<file path="config.mk">
export PLATFORM = sky130hd
export DESIGN_NAME = alu_mem_master
export DESIGN_NICKNAME = d
export VERILOG_FILES = /design/src/rtl/alu_mem_pkg.sv /design/src/rtl/alu_mem_wait_cnt.sv /design/src/rtl/alu_mem_master.sv
export SDC_FILE = /design/constraint.sdc
export NUM_CORES = 1
export LEC_CHECK = 0
export ABC_CLOCK_PERIOD_IN_PS = 3100
export BUFFER_PORTS_ARGS = -buffer_cell sky130_fd_sc_hd__buf_2
export CORE_MARGIN = 2
export CORE_UTILIZATION = 49
export DETAILED_ROUTE_END_ITERATION = 6
export GPL_TIMING_DRIVEN = 0
export HOLD_SLACK_MARGIN = 0.05
export PLACE_DENSITY = 0.78
export SYNTH_ARGS = -nofsm -noshare
export SYNTH_HDL_FRONTEND = slang
export SYNTH_HIERARCHICAL = 1
export SYNTH_SLANG_ARGS = --single-unit
</file>
<file path="constraint.sdc">
create_clock -name clk -period 3.1 [get_ports clk]
set_clock_uncertainty 0.15 [all_clocks]
set_input_delay 0.155 -clock clk [delete_from_list [all_inputs] [get_ports clk]]
set_output_delay 0.155 -clock clk [all_outputs]
set_load 0.02 [all_outputs]
</file>
<file path="src/rtl/alu_mem_pkg.sv">
// Shared constants and types for the memory-mapped ALU initiator.
// Register map, opcodes, FSM state encoding and the divide-by-zero marker.
package alu_mem_pkg;

  localparam logic [1:0] ADDR_A    = 2'd0;
  localparam logic [1:0] ADDR_B    = 2'd1;
  localparam logic [1:0] ADDR_OPER = 2'd2;
  localparam logic [1:0] ADDR_EXEC = 2'd3;

  typedef enum logic [2:0] {
    OP_ZERO = 3'd0,
    OP_ADD  = 3'd1,
    OP_SUB  = 3'd2,
    OP_MUL  = 3'd3,
    OP_DIV  = 3'd4
  } alu_op_e;

  localparam logic [15:0] DIV0_RESULT = 16'hDEAD;

  localparam int CNT_W = 4;

  typedef logic [3:0] state_t;
  localparam state_t ST_INIT    = 4'd0;
  localparam state_t ST_IDLE    = 4'd1;
  localparam state_t ST_WR_A    = 4'd2;
  localparam state_t ST_WR_B    = 4'd3;
  localparam state_t ST_WR_OP   = 4'd4;
  localparam state_t ST_RD_OP   = 4'd5;
  localparam state_t ST_RD_WAIT = 4'd6;
  localparam state_t ST_WR_EXE  = 4'd7;
  localparam state_t ST_EX_WAIT = 4'd8;
  localparam state_t ST_CAPTURE = 4'd9;
  localparam state_t ST_CLR_EXE = 4'd10;
  localparam state_t ST_RESP    = 4'd11;

  function automatic logic op_is_valid(input logic [2:0] op);
    return (op <= OP_DIV);
  endfunction

endpackage

</file>
<file path="src/rtl/alu_mem_wait_cnt.sv">
// Loadable down-counter used for the read-back and result wait windows.
// Counts down to zero and holds there until loaded again.
module alu_mem_wait_cnt
  import alu_mem_pkg::*;
(
  input  logic             clk,
  input  logic             rst,
  input  logic             load_i,
  input  logic [CNT_W-1:0] load_val_i,
  output logic             zero_o
);

  logic [CNT_W-1:0] cnt_q;

  // Load has priority over the decrement; saturate at zero.
  always_ff @(posedge clk) begin
    if (rst) begin
      cnt_q <= {CNT_W{1'b0}};
    end else if (load_i) begin
      cnt_q <= load_val_i;
    end else if (cnt_q != {CNT_W{1'b0}}) begin
      cnt_q <= cnt_q - CNT_W'(1);
    end else begin
      cnt_q <= cnt_q;
    end
  end

  assign zero_o = (cnt_q == {CNT_W{1'b0}});

endmodule

</file>
<file path="src/rtl/alu_mem_master.sv">
// Initiator that turns one ALU command into register writes on the mem bus and
// returns the captured ALU result on a valid/ready response port.
module alu_mem_master
  import alu_mem_pkg::*;
#(
  parameter int          ADDR_WIDTH = 2,
  parameter int          DATA_WIDTH = 8,
  parameter int          RES_WAIT   = 2,
  parameter int unsigned READBACK   = 1
) (
  input  logic                  clk,
  input  logic                  rst,
  input  logic                  req_valid,
  output logic                  req_ready,
  input  logic [2:0]            req_op,
  input  logic [DATA_WIDTH-1:0] req_a,
  input  logic [DATA_WIDTH-1:0] req_b,
  output logic                  rsp_valid,
  input  logic                  rsp_ready,
  output logic [15:0]           rsp_result,
  output logic                  rsp_err,
  output logic                  rsp_dz,
  output logic                  mem_enable,
  output logic                  mem_rd_wr,
  output logic [ADDR_WIDTH-1:0] mem_addr,
  output logic [DATA_WIDTH-1:0] mem_wr_data,
  input  logic [DATA_WIDTH-1:0] mem_rd_data,
  input  logic [15:0]           mem_res_out
);

  state_t                state_q, state_d;
  logic                  init_done_q, init_done_d;
  logic [2:0]            op_q, op_d;
  logic [DATA_WIDTH-1:0] b_q, b_d;
  logic                  mem_enable_q, mem_enable_d;
  logic                  mem_rd_wr_q, mem_rd_wr_d;
  logic [ADDR_WIDTH-1:0] mem_addr_q, mem_addr_d;
  logic [DATA_WIDTH-1:0] mem_wr_data_q, mem_wr_data_d;
  logic                  req_ready_q, req_ready_d;
  logic                  rsp_valid_q, rsp_valid_d;
  logic [15:0]           rsp_result_q, rsp_result_d;
  logic                  rsp_err_q, rsp_err_d;
  logic                  rsp_dz_q, rsp_dz_d;

  logic                  cnt_load_s;
  logic [CNT_W-1:0]      cnt_val_s;
  logic                  cnt_zero_s;
  logic [DATA_WIDTH-1:0] rd_oper_s;
  logic                  div0_s;

  alu_mem_wait_cnt u_wait_cnt (
    .clk        (clk),
    .rst        (rst),
    .load_i     (cnt_load_s),
    .load_val_i (cnt_val_s),
    .zero_o     (cnt_zero_s)
  );

  assign rd_oper_s = mem_rd_data & DATA_WIDTH'(3'b111);
  assign div0_s    = (op_q == OP_DIV) && (b_q == {DATA_WIDTH{1'b0}});

  // Bus outputs are decided one cycle ahead so every port comes from a flop.
  always_comb begin
    state_d       = state_q;
    init_done_d   = init_done_q;
    op_d          = op_q;
    b_d           = b_q;
    mem_enable_d  = 1'b0;
    mem_rd_wr_d   = 1'b1;
    mem_addr_d    = mem_addr_q;
    mem_wr_data_d = mem_wr_data_q;
    req_ready_d   = 1'b0;
    rsp_valid_d   = rsp_valid_q;
    rsp_result_d  = rsp_result_q;
    rsp_err_d     = rsp_err_q;
    rsp_dz_d      = rsp_dz_q;
    cnt_load_s    = 1'b0;
    cnt_val_s     = {CNT_W{1'b0}};

    case (state_q)
      ST_INIT: begin
        // The responder powers up executing; stop it before the first command.
        if (!init_done_q) begin
          init_done_d   = 1'b1;
          mem_enable_d  = 1'b1;
          mem_rd_wr_d   = 1'b0;
          mem_addr_d    = ADDR_WIDTH'(ADDR_EXEC);
          mem_wr_data_d = {DATA_WIDTH{1'b0}};
        end else begin
          state_d     = ST_IDLE;
          req_ready_d = 1'b1;
        end
      end
      ST_IDLE: begin
        if (req_valid && req_ready_q) begin
          op_d         = req_op;
          b_d          = req_b;
          rsp_result_d = 16'h0000;
          rsp_err_d    = 1'b0;
          rsp_dz_d     = 1'b0;
          if (!op_is_valid(req_op)) begin
            state_d     = ST_RESP;
            rsp_valid_d = 1'b1;
            rsp_err_d   = 1'b1;
          end else begin
            state_d       = ST_WR_A;
            mem_enable_d  = 1'b1;
            mem_rd_wr_d   = 1'b0;
            mem_addr_d    = ADDR_WIDTH'(ADDR_A);
            mem_wr_data_d = req_a;
          end
        end else begin
          req_ready_d = 1'b1;
        end
      end
      ST_WR_A: begin
        state_d       = ST_WR_B;
        mem_enable_d  = 1'b1;
        mem_rd_wr_d   = 1'b0;
        mem_addr_d    = ADDR_WIDTH'(ADDR_B);
        mem_wr_data_d = b_q;
      end
      ST_WR_B: begin
        state_d       = ST_WR_OP;
        mem_enable_d  = 1'b1;
        mem_rd_wr_d   = 1'b0;
        mem_addr_d    = ADDR_WIDTH'(ADDR_OPER);
        mem_wr_data_d = DATA_WIDTH'(op_q);
      end
      ST_WR_OP: begin
        if (READBACK != 0) begin
          state_d      = ST_RD_OP;
          mem_enable_d = 1'b1;
          mem_rd_wr_d  = 1'b1;
          mem_addr_d   = ADDR_WIDTH'(ADDR_OPER);
        end else begin
          state_d       = ST_WR_EXE;
          mem_enable_d  = 1'b1;
          mem_rd_wr_d   = 1'b0;
          mem_addr_d    = ADDR_WIDTH'(ADDR_EXEC);
          mem_wr_data_d = DATA_WIDTH'(1'b1);
        end
      end
      ST_RD_OP: begin
        // Read data lands two cycles after the read cycle: wait two RD_WAIT cycles.
        state_d    = ST_RD_WAIT;
        cnt_load_s = 1'b1;
        cnt_val_s  = CNT_W'(1);
      end
      ST_RD_WAIT: begin
        if (cnt_zero_s) begin
          if (rd_oper_s != DATA_WIDTH'(op_q)) begin
            state_d     = ST_RESP;
            rsp_valid_d = 1'b1;
            rsp_err_d   = 1'b1;
          end else begin
            state_d       = ST_WR_EXE;
            mem_enable_d  = 1'b1;
            mem_rd_wr_d   = 1'b0;
            mem_addr_d    = ADDR_WIDTH'(ADDR_EXEC);
            mem_wr_data_d = DATA_WIDTH'(1'b1);
          end
        end else begin
          state_d = ST_RD_WAIT;
        end
      end
      ST_WR_EXE: begin
        state_d    = ST_EX_WAIT;
        cnt_load_s = 1'b1;
        cnt_val_s  = CNT_W'(RES_WAIT - 2);
      end
      ST_EX_WAIT: begin
        if (cnt_zero_s) begin
          state_d = ST_CAPTURE;
        end else begin
          state_d = ST_EX_WAIT;
        end
      end
      ST_CAPTURE: begin
        // The response is presented while EXECUTE is being cleared.
        state_d       = ST_CLR_EXE;
        rsp_valid_d   = 1'b1;
        rsp_dz_d      = div0_s;
        rsp_result_d  = div0_s ? DIV0_RESULT : mem_res_out;
        mem_enable_d  = 1'b1;
        mem_rd_wr_d   = 1'b0;
        mem_addr_d    = ADDR_WIDTH'(ADDR_EXEC);
        mem_wr_data_d = {DATA_WIDTH{1'b0}};
      end
      ST_CLR_EXE: begin
        if (rsp_ready) begin
          state_d     = ST_IDLE;
          rsp_valid_d = 1'b0;
          req_ready_d = 1'b1;
        end else begin
          state_d = ST_RESP;
        end
      end
      ST_RESP: begin
        if (rsp_ready) begin
          state_d     = ST_IDLE;
          rsp_valid_d = 1'b0;
          req_ready_d = 1'b1;
        end else begin
          state_d = ST_RESP;
        end
      end
      default: begin
        state_d     = ST_INIT;
        init_done_d = 1'b0;
      end
    endcase
  end

  // State and output registers.
  always_ff @(posedge clk) begin
    if (rst) begin
      state_q       <= ST_INIT;
      init_done_q   <= 1'b0;
      op_q          <= 3'd0;
      b_q           <= {DATA_WIDTH{1'b0}};
      mem_enable_q  <= 1'b0;
      mem_rd_wr_q   <= 1'b1;
      mem_addr_q    <= {ADDR_WIDTH{1'b0}};
      mem_wr_data_q <= {DATA_WIDTH{1'b0}};
      req_ready_q   <= 1'b0;
      rsp_valid_q   <= 1'b0;
      rsp_result_q  <= 16'h0000;
      rsp_err_q     <= 1'b0;
      rsp_dz_q      <= 1'b0;
    end else begin
      state_q       <= state_d;
      init_done_q   <= init_done_d;
      op_q          <= op_d;
      b_q           <= b_d;
      mem_enable_q  <= mem_enable_d;
      mem_rd_wr_q   <= mem_rd_wr_d;
      mem_addr_q    <= mem_addr_d;
      mem_wr_data_q <= mem_wr_data_d;
      req_ready_q   <= req_ready_d;
      rsp_valid_q   <= rsp_valid_d;
      rsp_result_q  <= rsp_result_d;
      rsp_err_q     <= rsp_err_d;
      rsp_dz_q      <= rsp_dz_d;
    end
  end

  assign req_ready   = req_ready_q;
  assign rsp_valid   = rsp_valid_q;
  assign rsp_result  = rsp_result_q;
  assign rsp_err     = rsp_err_q;
  assign rsp_dz      = rsp_dz_q;
  assign mem_enable  = mem_enable_q;
  assign mem_rd_wr   = mem_rd_wr_q;
  assign mem_addr    = mem_addr_q;
  assign mem_wr_data = mem_wr_data_q;

endmodule
</file>
Word-level counts from Yosys, hierarchy flattened
Cells that the tools add are included.
W data, S select, Z words.
- flip-flop bits (word level): 52
- add/sub/neg operators: 1
- order comparisons: 1
- equal/unequal tests: 22
- muxes and demuxes: 53
- reductions and logical operators: 25
- operator list (cell ; count):
    $pmux W8 S6 ; 1
    $pmux W4 S11 ; 1
    $mux W8 ; 5
    $mux W16 ; 2
    $mux W4 ; 8
    $pmux W16 S2 ; 1
    $mux W1 ; 22
    $reduce_and A6 Y1 ; 3
    $eq A4 B3 Y1 const B ; 4
    $eq A4 B4 Y1 const B ; 4
    $ne A2 B2 Y1 const B ; 8
    $pmux W1 S4 ; 3
    $pmux W2 S6 ; 1
    $reduce_bool A6 Y1 ; 2
    $reduce_or A11 Y1 ; 1
    $mux W2 ; 5
    $eq A4 B2 Y1 const B ; 2
    $logic_not A4 Y1 ; 2
    $logic_not A8 Y1 ; 1
    $reduce_bool A4 Y1 ; 2
    $pmux W1 S2 ; 3
    $reduce_and A2 Y1 ; 3
    $reduce_bool A2 Y1 ; 3
    $reduce_or A2 Y1 ; 3
    other kinds (11) ; 12

Depth between registers and ports, before layout
- word-level depth: 4
- mapped depth: 8
- gate-level depth less buffers: 7

Modules after synthesis
The synthesis kept the hierarchy.
- modules (own cells, without submodules) (module ; instances ; cells each ; area an instance (um2) ; seq. area each (um2)):
    alu_mem_master ; 1 ; 283 ; 2202.1 ; 960.9
    alu_mem_wait_cnt ; 1 ; 24 ; 229.0 ; 80.1

Worst setup path before layout
OpenSTA, ideal clock, no wires.
- path kind: register to register
- from: register u_wait_cnt.cnt_q[0]
- to: register mem_wr_data_q[3] (netlist: mem_wr_data[3])
- library setup time: 0.121 ns
- arrival time: 1.958 ns
- data required time: 2.829 ns
- setup slack: 0.871 ns
- cell stages (with the launch flop): 8
- buffers on the path: 1
- cells stage by stage: dfxtp_1 inv_1 ha_1 nor3b_4 or4b_4 a211oi_4 buf_6 o21ai_0
- word-level cells in the longest chain between the ends: 3
- RTL lines (item ; RTL line ; RTL):
    start: declaration ; alu_mem_wait_cnt.sv:13 ; logic [CNT_W-1:0] cnt_q;
    start signal: assignment ; alu_mem_wait_cnt.sv:18 ; cnt_q <= {CNT_W{1'b0}};
    start signal: assignment ; alu_mem_wait_cnt.sv:20 ; cnt_q <= load_val_i;
    start signal: assignment ; alu_mem_wait_cnt.sv:22 ; cnt_q <= cnt_q - CNT_W'(1);
    $logic_not A4 Y1 ; alu_mem_wait_cnt.sv:28 ; assign zero_o = (cnt_q == {CNT_W{1'b0}});
    named net cnt_zero_s ; alu_mem_master.sv:47 ; logic cnt_zero_s;
    $ne A2 B2 Y1 (no line) ; -- ;
    $reduce_and A6 Y1 (no line) ; -- ;
    end signal: assignment ; alu_mem_master.sv:225 ; mem_wr_data_q <= {DATA_WIDTH{1'b0}};
    end signal: assignment ; alu_mem_master.sv:239 ; mem_wr_data_q <= mem_wr_data_d;
    end: declaration ; alu_mem_master.sv:38 ; logic [DATA_WIDTH-1:0] mem_wr_data_q, mem_wr_data_d;
The timed path passes the listed nets, and every way through them passes these cells.
A chain may end at the register's enable or synchronous reset.

Final worst setup path
- from: register state_q[2]
- to: register rsp_result_q[7] (netlist: rsp_result[7])
- word-level cells in the longest chain between the ends: 3
- RTL lines (item ; RTL line ; RTL):
    start: declaration ; alu_mem_master.sv:31 ; state_t state_q, state_d;
    start signal: assignment ; alu_mem_master.sv:232 ; state_q <= state_d;
    $eq A4 B1 Y1 or $eq A4 B4 Y1 (tied branches) ; alu_mem_master.sv:80 ; case (state_q)
    $ne A2 B2 Y1 (no line) or $reduce_bool A2 Y1 (tied branches) ; -- ;
    $reduce_and A2 Y1 (no line) ; -- ;
    end signal: assignment ; alu_mem_master.sv:242 ; rsp_result_q <= rsp_result_d;
    end: declaration ; alu_mem_master.sv:41 ; logic [15:0] rsp_result_q, rsp_result_d;
Several ways; a longest one is shown, not always the timed one.

==> impl_metrics.py <==
metrics = {
    "detailed_routing": {
        "top_layer": "met4",
        "met1_length_mm": 3.114,
        "wl_per_cell_um": 14.78,
        "vias": 2686,
        "wirelength_mm": 7.199,
        "drtIter0Drc": 221,
        "drt-pass1-iter-count": 6,
        "drtAntennaViolNets": 0,
        "drc": 0,
        "met2WireLength_mm": 3.410,
        "met3_length_um": 586,
        "via_per_inst": 5.515,
    },
    "die": {
        "die_h_um": 74.44,
        "num_rows": 25,
        "start_util_pct": 51.13,
        "die_area_mm2": 0.005541,
        "core_area_mm2": 0.004755,
        "chipWidth_um": 74.44,
        "pin_count": 79,
    },
    "global_route": {
        "antenna_found_initial": 0,
        "gr-total-overflow": 0,
        "grt_max_degree": 16,
        "grt_pass1_wl_mm": 11.47,
        "track_usage_pct": 26.83,
        "grt_pass1_vias": 2438,
    },
    "clock_tree": {
        "htree_levels": 2,
        "cts_tree": "yes",
        "clkLatencyLatePin_ns": 0.31,
        "max-clock-path-buffers": 2,
        "path_clk_slew_ns": 0.10,
        "cts-buffers-inserted": 5,
        "ctsResizeCount": 0,
        "clock-sinks": 52,
        "cts-root-buf": "clkbuf_8",
    },
    "critical_path": {
        "worstPathArrival_ns": 2.60,
        "crit_type": "reg2reg",
        "critPathRequiredTime_ns": 3.12,
        "slowest_delay_ns": 0.82,
        "slowest_stage": "nor4b_1",
        "end_kind": "flip-flop",
        "crit_fanout": 10,
        "crit_top_cell": "nand3_1",
        "critPathLaunchType": "flip-flop",
        "cp_cell_sequence": "buf_2, nor4b_1, nand3_1, clkbuf_1, nand3_1, a31oi_1",
    },
    "logic_synthesis": {
        "synth.cell_area_mm2": 0.002431,
        "synthTopCellsByArea": "dfxtp_1, nand2_1, a21oi_1, nor2_1, a22oi_1",
        "synthArstFlopShare_pct": 0,
        "synth-edff-count": 0,
        "yosysTopAreaCell": "dfxtp_1",
        "yosysTopAreaCellShare_pct": 42.82,
        "syn_avg_cell_area_um2": 7.919,
        "syn-instance-count": 307,
        "ys_warn_count": 6,
        "synth.distinct_cells": 50,
        "synth-seq-area-share_pct": 42.82,
        "ys_ff_latch": 52,
        "synth_ff_type": "dfxtp_1",
    },
    "timing": {
        "tightestPinTransition_ns": 0.9425,
        "setup_violations": 0,
        "drv_slew": 0,
        "hold_violations": 0,
        "min_period_over_period_pct": 83.10,
        "rsz0062_at_grt": "false",
        "timing.fmax_mhz": 388.2,
        "final.setup.tns_ns": 0,
        "min_period_ns": 2.576,
        "slew_headroom_pct": 36.28,
    },
    "final_layout": {
        "areaGrowthSynthToFinish_pct": 35.56,
        "fin_cells": 487,
        "final_common_cell": "buf_2",
        "utilization_pct": 69.32,
        "final_layout_size_suffix_gt1_share_pct": 22.14,
        "n_antenna_cell": 0,
        "final_cell_mix": "buf_2, nand2_1, dfxtp_1",
        "fin_nets": 467,
    },
    "power_and_ir_drop": {
        "seqPwrFrac_pct": 35.7,
        "internal-power_uw": 1483,
        "combPwrFrac_pct": 45.3,
        "switchingPower_uw": 975.2,
        "ir_drop_v": 0.0003761,
        "p_per_area_mw_per_mm2": 745.7,
        "p_sw_share_pct": 39.68,
        "p_leak_uw": 0.001343,
        "p_clk_share_pct": 19.0,
    },
    "placed_design": {
        "port_buffers": 73,
        "dp_hpwl_mm": 4.812,
        "dp.cells": 449,
        "gp_congestion": 0.9607,
    },
    "min_path": {
        "hold_class": "in2reg",
    },
    "outcome": {
        "outcome": "complete, no violations",
    },
    "flow_run": {
        "drv_cap": 0,
    },
}
==> power by group through the flow <==
stage          combinational (uW)  clock (uW)  sequential, uW
4_1_cts                      1100         470             874
6_report                     1110         466             878
5_1_grt                      1220         498             891
2_1_floorplan                 722           0             963
3_3_place_gp                 1040           0             886
3_5_place_dp                 1060           0             890
==> path summary, 6_finish.rpt <==
kind,slack [ns],cells after the start,start,to
max,0.52,6,state_q[2],rsp_result[7]
min,0.06,4,rsp_ready,state_q[3]
max reg2reg,0.52,6,state_q[2],rsp_result[7]
min reg2reg,0.31,2,mem_wr_data[3],mem_wr_data[3]
==> state kept, by name (all words and copies together), names as in the netlist <==
signal	cells
rsp_result	16
b_q	8
mem_wr_data	8
state_q	4
u_wait_cnt/cnt_q	4
op_q	3
mem_addr	2
init_done_q	1
mem_enable	1
mem_rd_wr	1
req_ready	1
rsp_dz	1
rsp_err	1
rsp_valid	1
==> layout make-up <==
type / instances / area [um^2]
clock buffer: 6 / 72.57
inverter: 6 / 22.52
multi-input combinational: 232 / 1292
clock inverter: 2 / 35.03
fill: 414 / 1459
buffer: 19 / 82.58
sequential: 52 / 1041
tap: 67 / 83.83
timing repair buffer: 103 / 665.6
==> cells in the mapped netlist (2+ instances only) <==
cell      number
a21oi_1       28
nor2_1        27
buf_1          3
o22ai_1        3
xor2_1         3
and3_1         2
dfxtp_1       52
a211oi_1       3
nand2_1       61
nor3b_1        2
buf_2          3
nor2b_1        4
nand3_1       14
nor3_1         6
nor4_1         4
o21a_1         4
mux2i_1        2
a31oi_1       13
a22oi_1       11
o21ai_0       11
inv_1          6
a311oi_1       2
nand2b_1       3
clkbuf_1      12
nand3b_1       2
xnor2_1        2
==> worst max-delay path: cells and delay by family, from the launching register on <==
| family | cells | cell delay, ns |
|---|---|---|
| buf+inv | 2 | 0.50 |
| compound gates | 1 | 0.09 |
| simple gates | 3 | 1.39 |
| flops | 1 | 0.30 |
==> through the flow <==
step / setup WS (ns) / total power [uW] / area, um^2 / hold slack [ns]
3_5_place_dp: 0.6026 / 1948 / 2888 / 0.2515
3_3_place_gp: 0.6374 / 1930 / 2888 / 0.2407
6_report: 0.5238 / 2458 / 3296 / 0.06126
4_1_cts: 0.5912 / 2441 / 3296 / 0.06032
5_1_grt: 0.3907 / 2607 / 3296 / 0.07489
2_1_floorplan: 0.8711 / 1685 / 2439 / 0.08431
==> layer usage <==
layer | up-vias | track usage [%]
li1 | 1313 | -
met1 | 1231 | 37.17
met2 | 133 | 42.28
met3 | 9 | 4.878
met4 | 0 | 9.127
met5 | - | 0
==> cells by family (layout without fill, tap and decap cells) <==
kind of cell    after synthesis  after routing  share of synthesized area (%)
compound gates               86             86                          23.11
xor+xnor                      5              5                          1.802
fa+ha+maj                     1              1                         0.5146
buf+inv                      25            136                          4.323
flops                        52             52                          42.82
mux                           3              3                          1.287
other cells                   1              3                         0.1543
simple gates                134            134                          25.99
==> what timing repair did <==
action	in CTS	in global routing
endpoints found under the hold margin	30	0
buffers inserted	0	0
endpoints found under the setup margin	0	0
hold buffers	30	0
No activity file was read; power rests on OpenSTA's default activity.
